===== config.mk =====
export PLATFORM = sky130hd
export DESIGN_NAME = acc_bank
export DESIGN_NICKNAME = d
export VERILOG_FILES = /design/src/rtl/acc_pkg.sv /design/src/rtl/acc_mul_seq.sv /design/src/rtl/acc_bank.sv
export SDC_FILE = /design/constraint.sdc
export NUM_CORES = 1
export LEC_CHECK = 0
export ABC_AREA = 1
export BUFFER_PORTS_ARGS = -buffer_cell sky130_fd_sc_hd__buf_2
export CAP_MARGIN = 20
export CORE_MARGIN = 1.5
export CORE_UTILIZATION = 47
export CTS_CLUSTER_SIZE = 20
export DETAILED_ROUTE_END_ITERATION = 10
export PLACE_DENSITY = 0.65
export SETUP_SLACK_MARGIN = 0.05
export SLEW_MARGIN = 15
export SYNTH_ARGS = -nofsm -noshare
export SYNTH_HDL_FRONTEND = slang
export SYNTH_SLANG_ARGS = --single-unit
export TNS_END_PERCENT = 30

===== constraint.sdc =====
create_clock -name CLK -period 2.3 [get_ports CLK]
set_input_delay 0.46 -clock CLK [delete_from_list [all_inputs] [get_ports CLK]]
set_output_delay 0.46 -clock CLK [all_outputs]
set_load 0.005 [all_outputs]

===== src/rtl/acc_pkg.sv =====
// acc_pkg: opcodes, flag bit positions and FSM states shared by the accumulator bank
package acc_pkg;

    localparam logic [3:0] OP_NOP  = 4'd0;
    localparam logic [3:0] OP_LOAD = 4'd1;
    localparam logic [3:0] OP_CLR  = 4'd2;
    localparam logic [3:0] OP_ADD  = 4'd3;
    localparam logic [3:0] OP_SUB  = 4'd4;
    localparam logic [3:0] OP_AND  = 4'd5;
    localparam logic [3:0] OP_OR   = 4'd6;
    localparam logic [3:0] OP_XOR  = 4'd7;
    localparam logic [3:0] OP_SHL  = 4'd8;
    localparam logic [3:0] OP_SHR  = 4'd9;
    localparam logic [3:0] OP_MUL  = 4'd10;

    localparam int F_Z = 0;
    localparam int F_C = 1;
    localparam int F_N = 2;
    localparam int F_V = 3;

    typedef enum logic {S_IDLE, S_MUL} state_t;

endpackage


===== src/rtl/acc_mul_seq.sv =====
// acc_mul_seq: iterative shift-add multiplier, one multiplier bit per cycle, WIDTH cycles per product
module acc_mul_seq #(
    parameter int WIDTH = 8
) (
    input  logic               CLK,
    input  logic               RESET_N,
    input  logic               start,
    input  logic [WIDTH-1:0]   a,
    input  logic [WIDTH-1:0]   b,
    output logic               busy,
    output logic               done,
    output logic [2*WIDTH-1:0] p
);

    localparam int CW = $clog2(WIDTH + 1);

    logic [2*WIDTH-1:0] mcand;
    logic [2*WIDTH-1:0] prod;
    logic [WIDTH-1:0]   mplier;
    logic [CW-1:0]      cnt;

    assign p    = prod + (mplier[0] ? mcand : '0);
    assign done = busy && (cnt == CW'(WIDTH - 1));

    // latch operands on start, then accumulate one partial product per cycle
    always_ff @(posedge CLK or negedge RESET_N) begin
        if (!RESET_N) begin
            mcand  <= '0;
            prod   <= '0;
            mplier <= '0;
            cnt    <= '0;
            busy   <= 1'b0;
        end else if (start) begin
            mcand  <= {{WIDTH{1'b0}}, a};
            prod   <= '0;
            mplier <= b;
            cnt    <= '0;
            busy   <= 1'b1;
        end else if (busy) begin
            prod   <= p;
            mcand  <= mcand << 1;
            mplier <= mplier >> 1;
            cnt    <= cnt + 1'b1;
            busy   <= !done;
        end
    end

endmodule


===== src/rtl/acc_bank.sv =====
// acc_bank: NUM_ACC x WIDTH accumulator bank with ALU ops, registered read port and flags; ACC_MUL_EN adds a multi-cycle MUL
module acc_bank
    import acc_pkg::*;
#(
    parameter  int WIDTH   = 8,
    parameter  int NUM_ACC = 4,
    localparam int SELW    = $clog2(NUM_ACC)
) (
    input  logic             CLK,
    input  logic             RESET_N,
    input  logic             OP_VALID,
    output logic             OP_READY,
    input  logic [3:0]       OP,
    input  logic [SELW-1:0]  SEL,
    input  logic [WIDTH-1:0] Bus_in,
    input  logic             OE,
    input  logic [SELW-1:0]  RD_SEL,
    output logic [WIDTH-1:0] Acc_out,
    output logic [3:0]       FLAGS
);

    logic [WIDTH-1:0] acc [NUM_ACC];
    logic [WIDTH-1:0] cur;
    logic [WIDTH-1:0] res;
    logic [WIDTH:0]   sum;
    logic [WIDTH:0]   dif;
    logic             c;
    logic             v;
    logic             we;
    logic [3:0]       nf;
    logic             mul_wr;
    logic [SELW-1:0]  msel;
    logic [WIDTH-1:0] mres;
    logic [3:0]       mflags;

    // single-cycle ALU: result and flags for the op presented on the bus
    always_comb begin
        cur = acc[SEL];
        sum = {1'b0, cur} + {1'b0, Bus_in};
        dif = {1'b0, cur} - {1'b0, Bus_in};
        res = cur;
        c   = 1'b0;
        v   = 1'b0;
        we  = 1'b1;
        case (OP)
            OP_LOAD: res = Bus_in;
            OP_CLR:  res = '0;
            OP_ADD: begin
                res = sum[WIDTH-1:0];
                c   = sum[WIDTH];
                v   = (cur[WIDTH-1] == Bus_in[WIDTH-1]) && (sum[WIDTH-1] != cur[WIDTH-1]);
            end
            OP_SUB: begin
                res = dif[WIDTH-1:0];
                c   = dif[WIDTH];
                v   = (cur[WIDTH-1] != Bus_in[WIDTH-1]) && (dif[WIDTH-1] != cur[WIDTH-1]);
            end
            OP_AND:  res = cur & Bus_in;
            OP_OR:   res = cur | Bus_in;
            OP_XOR:  res = cur ^ Bus_in;
            OP_SHL: begin
                res = {cur[WIDTH-2:0], 1'b0};
                c   = cur[WIDTH-1];
            end
            OP_SHR: begin
                res = {1'b0, cur[WIDTH-1:1]};
                c   = cur[0];
            end
            default: we = 1'b0;
        endcase
        nf       = '0;
        nf[F_Z]  = (res == '0);
        nf[F_C]  = c;
        nf[F_N]  = res[WIDTH-1];
        nf[F_V]  = v;
    end

`ifdef ACC_MUL_EN
    state_t             state;
    state_t             nstate;
    logic               start;
    logic               busy;
    logic               done;
    logic [2*WIDTH-1:0] p;

    acc_mul_seq #(.WIDTH(WIDTH)) u_mul (
        .CLK     (CLK),
        .RESET_N (RESET_N),
        .start   (start),
        .a       (cur),
        .b       (Bus_in),
        .busy    (busy),
        .done    (done),
        .p       (p)
    );

    assign mres          = p[WIDTH-1:0];
    assign mflags[F_Z]   = (p[WIDTH-1:0] == '0);
    assign mflags[F_C]   = |p[2*WIDTH-1:WIDTH];
    assign mflags[F_N]   = p[WIDTH-1];
    assign mflags[F_V]   = 1'b0;

    // FSM state register
    always_ff @(posedge CLK or negedge RESET_N) begin
        if (!RESET_N) state <= S_IDLE;
        else          state <= nstate;
    end

    // remember which accumulator the running multiply writes back to
    always_ff @(posedge CLK or negedge RESET_N) begin
        if (!RESET_N)   msel <= '0;
        else if (start) msel <= SEL;
    end

    // next state, handshake and write-back strobe
    always_comb begin
        nstate   = state;
        OP_READY = 1'b1;
        start    = 1'b0;
        mul_wr   = 1'b0;
        if (state == S_IDLE) begin
            start  = OP_VALID && (OP == OP_MUL);
            nstate = start ? S_MUL : S_IDLE;
        end else begin
            OP_READY = 1'b0;
            mul_wr   = done;
            nstate   = (done || !busy) ? S_IDLE : S_MUL;
        end
    end
`else
    assign OP_READY = 1'b1;
    assign mul_wr   = 1'b0;
    assign msel     = '0;
    assign mres     = '0;
    assign mflags   = '0;
`endif

    // register array and flags: multiply write-back or accepted single-cycle op
    always_ff @(posedge CLK or negedge RESET_N) begin
        if (!RESET_N) begin
            for (int i = 0; i < NUM_ACC; i++) acc[i] <= '0;
            FLAGS <= '0;
        end else if (mul_wr) begin
            acc[msel] <= mres;
            FLAGS     <= mflags;
        end else if (OP_VALID && OP_READY && we) begin
            acc[SEL] <= res;
            FLAGS    <= nf;
        end
    end

    // registered read port sees the pre-edge register contents
    always_ff @(posedge CLK or negedge RESET_N) begin
        if (!RESET_N) Acc_out <= '0;
        else          Acc_out <= OE ? acc[RD_SEL] : '0;
    end

endmodule

==> metrics.log <==
[metrics] number of vias in the routed layout: 4112
[metrics] total routing usage reported by global routing: 27.8%
[metrics] Area after DPL: 4500 um2
[metrics] most repeated cell in the gate-level netlist after synthesis: nand2_1
[metrics] initial core utilization: 48.2%
[metrics] RSZ-0062 raised after global routing: yes
[metrics] critical path class: reg -> reg
[metrics] CTS root buf: clkbuf_8
[metrics] HPWL after DPL: 8660 um
[metrics] core footprint: 7650 um2
[metrics] Critical Path Source Type: flop
[metrics] Post-DRT Antenna Nets: 0
[metrics] first-pass GRT wire length: between 15000 and 20000 um
[metrics] Layout Utilization: 64.6%
[metrics] routed via count divided by cell count: approximately 5.3
[metrics] required time at the worst-slack endpoint: 2.55 ns
[metrics] violations in the final reports: setup timing
[metrics] total DRC errors in the routed layout: 0
[metrics] highest achievable clock rate: about 0.42 GHz
[metrics] arrival time of the worst setup path: 2.61 ns
[metrics] Worst setup EP type: flop
[metrics] Synth Register Bits: 44
[metrics] Syn Inst Count: 568
[metrics] ANT cells: 0
[metrics] largest fanout on the critical path: 3
[metrics] worst slack at placement: -0.521 ns
[metrics] CTS Hold Bufs: 0
[metrics] top cells by instance count after synthesis: nand2_1 (175), inv_1 (69), nor2_1 (62)
[metrics] Boundary Pins: 33
[metrics] EDFF count, synth: 0
[metrics] Final TNS setup: -0.0881 ns
[metrics] share of final-layout standard cells stronger than drive strength 1: 28.8%
[metrics] syn_nets: 617
[metrics] run status: finished, violations left
[metrics] Netlist cell types: 33
[metrics] normalized max-slew margin: 54.7%
[metrics] share of flip-flops with an asynchronous set or reset after synthesis: 100%
[metrics] layout net count: 726
[metrics] Syn Std Cell Area: ~3700 um2
[metrics] period utilization: 103%
[metrics] final total power: 3.39 mW
[metrics] Max-Cap Viols: 0
[metrics] H-tree Lvls: 2
[metrics] number of optimization iterations in the first detailed-route pass: 5
[metrics] maximum buffer depth of the clock tree: 2
[metrics] worst setup slack after layout: -0.0603 ns
[metrics] power per cell area: approximately 690 nW/um2
[metrics] vertical die dimension: 91.6 um
[metrics] Placement Rows: 32
[metrics] final hold violation count: 0
[metrics] cell area after layout: roughly 5000 um2
[metrics] Die Wd: between 90 and 100 um
[metrics] via count of the first global-routing pass: 3914
[metrics] Synth top area share: 29.9%
[metrics] Max rail drop VDD: 0.000410 V
[metrics] minimum hold slack: roughly 0.22 ns
[metrics] Setup-failing EPs final: 5
[metrics] pins over their slew limit: 0
[metrics] largest net degree at the start of global routing: 45
[metrics] Port Buf Inserts: 31
[metrics] final cell count without fillers: 780
[metrics] actual transition at the worst max-transition pin: between 0.6 and 0.7 ns
[metrics] leakage power: 2.56 nW
[metrics] Routed wire per std cell: about 15 um
[metrics] last weighted congestion value of the routability-driven placer: between 0.9 and 1
[metrics] # clock sinks: 44
[metrics] Die Area: about 8400 um2
[metrics] sequential cell area fraction in the yosys report: between 20 and 30%
[metrics] total wirelength of the detailed-routed design: 11400 um
[metrics] average footprint of a synthesized cell: 6.49 um2
[metrics] Worst-Skew Late Latency: 0.30 ns
[metrics] predominant post-synthesis flop cell: dfrtp_1
[metrics] number of antenna violations at the first check in global routing: 0
[metrics] synthesis-to-layout area growth: 34.1%
[metrics] fillcell total: just under 700
[metrics] CTS buffer count: 5
[metrics] final critical-path required period: between 2 and 2.5 ns
[metrics] Min-Delay Path Class: in -> async
[metrics] clock tree from TritonCTS: done
[metrics] total congestion overflow after global routing: 0
[metrics] biggest area contributors in the synthesized netlist: dfrtp_1 (30%), nand2_1 (18%), ha_1 (9.2%)
[metrics] number of warnings printed during yosys synthesis: 0
[metrics] Initial DRC Count: 292
[metrics] clk slew on worst S/H paths: roughly 0.090 ns
[metrics] maximum clock skew at final layout: 0.00817 ns
[metrics] leading area contributor after synthesis: dfrtp_1
[metrics] Inst Count DP: 763
-- power by group --
group | leakage (nW) | internal, mW | switching, mW | total, mW
sequential | 0.566 | 0.941 | 0.107 | 1.05
clock | 0.0614 | 0.355 | 0.280 | 0.636
combinational | 1.94 | 0.779 | 0.927 | 1.71
-- final timing paths --
kind	start	endpoint	slack, ns	cells past startpoint
setup / recovery	acc[8]	FLAGS[0]	-0.06	18
hold / removal	RESET_N	acc[8]	0.22	2
setup reg to reg	acc[8]	FLAGS[0]	-0.06	18
hold reg to reg	FLAGS[2]	FLAGS[2]	0.48	2
max in group asynchronous	RESET_N	acc[22]	1.68	2
min in group CLK	FLAGS[2]	FLAGS[2]	0.48	2
-- state kept, by name, summed over array words and instances, names as in the netlist --
| register | count |
|---|---|
| Acc_out | 8 |
| FLAGS | 4 |
| acc | 32 |
-- cell type report --
class,count,area (um2),area share [%]
clock buffer,6,82.6,1.67
clock inverter,2,38.8,0.785
inverter,75,284,5.75
multi-input combinational,437,2490,50.4
sequential,44,1100,22.3
tap,102,128,2.58
timing repair buffer,114,820,16.6
-- per-layer routing --
| layer | track usage [%] | vias to the layer above | share of wire, % |
|---|---|---|---|
| li1 | - | 2029 | - |
| met1 | 39.2 | 1901 | 46 |
| met2 | 43.3 | 163 | 45 |
| met3 | 5.19 | 19 | 7.2 |
| met4 | 8.07 | 0 | 1.7 |
| met5 | 0 | - | 0 |
-- cell usage in the layout, fill, tap and decap left out, types with 2 or more instances in the layout --
master	netlist	routed
inv_2	5	10
nand3_1	38	29
o21ai_2	0	6
o21ai_1	7	12
ha_4	0	8
inv_1	69	64
a21oi_1	37	35
nand3_2	2	11
nor3_2	4	3
fa_2	0	2
buf_12	0	2
nor2_1	62	54
nand3b_1	4	4
nand4_1	7	7
xor2_1	2	2
clkbuf_8	0	6
nor2_4	3	5
nor3_1	2	2
buf_2	4	29
o21ai_0	47	35
nor2_2	4	10
buf_4	3	79
nand2_2	4	12
dfrtp_1	44	44
o22ai_1	3	3
nand2_1	175	167
buf_6	1	3
a21oi_2	0	2
ha_1	27	19
-- critical path, cell delays in order (launching register included) --
cell and delay, ns:
dfrtp_1 0.35, inv_2 0.05, o21ai_2 0.10, nand2_1 0.07
nand2_2 0.11, inv_2 0.06, ha_4 0.16, fa_2 0.38
nor2_1 0.10, nor2_1 0.05, nand2_1 0.05, nand3_1 0.12
nor3_2 0.16, nand3_2 0.11, nor2_1 0.10, nand2_1 0.07
nor2_2 0.13, nand3_1 0.08, nand2_1 0.06
-- kinds of logic (layout without fill, tap and decap cells) --
group / Yosys count / count (layout) / share of synthesized area (%)
XOR/XNOR: 3 / 3 / 0.713
adder cells (fa/ha/maj): 29 / 29 / 10.3
buffers and inverters: 87 / 197 / 9.57
AO/OA/AOI/OAI: 97 / 97 / 13.5
AND/OR/NAND/NOR: 307 / 307 / 36.0
flip-flops: 44 / 44 / 29.9
other: 1 / 1 / 0.102
-- what timing repair did --
action / 4_1_cts / 5_1_grt
pin swaps: 14 / 16
setup buffers: 5 / 4
endpoints found under the setup margin: 28 / 32
resized for setup: 31 / 37
Note: power is estimated with default switching activity, not from simulation.
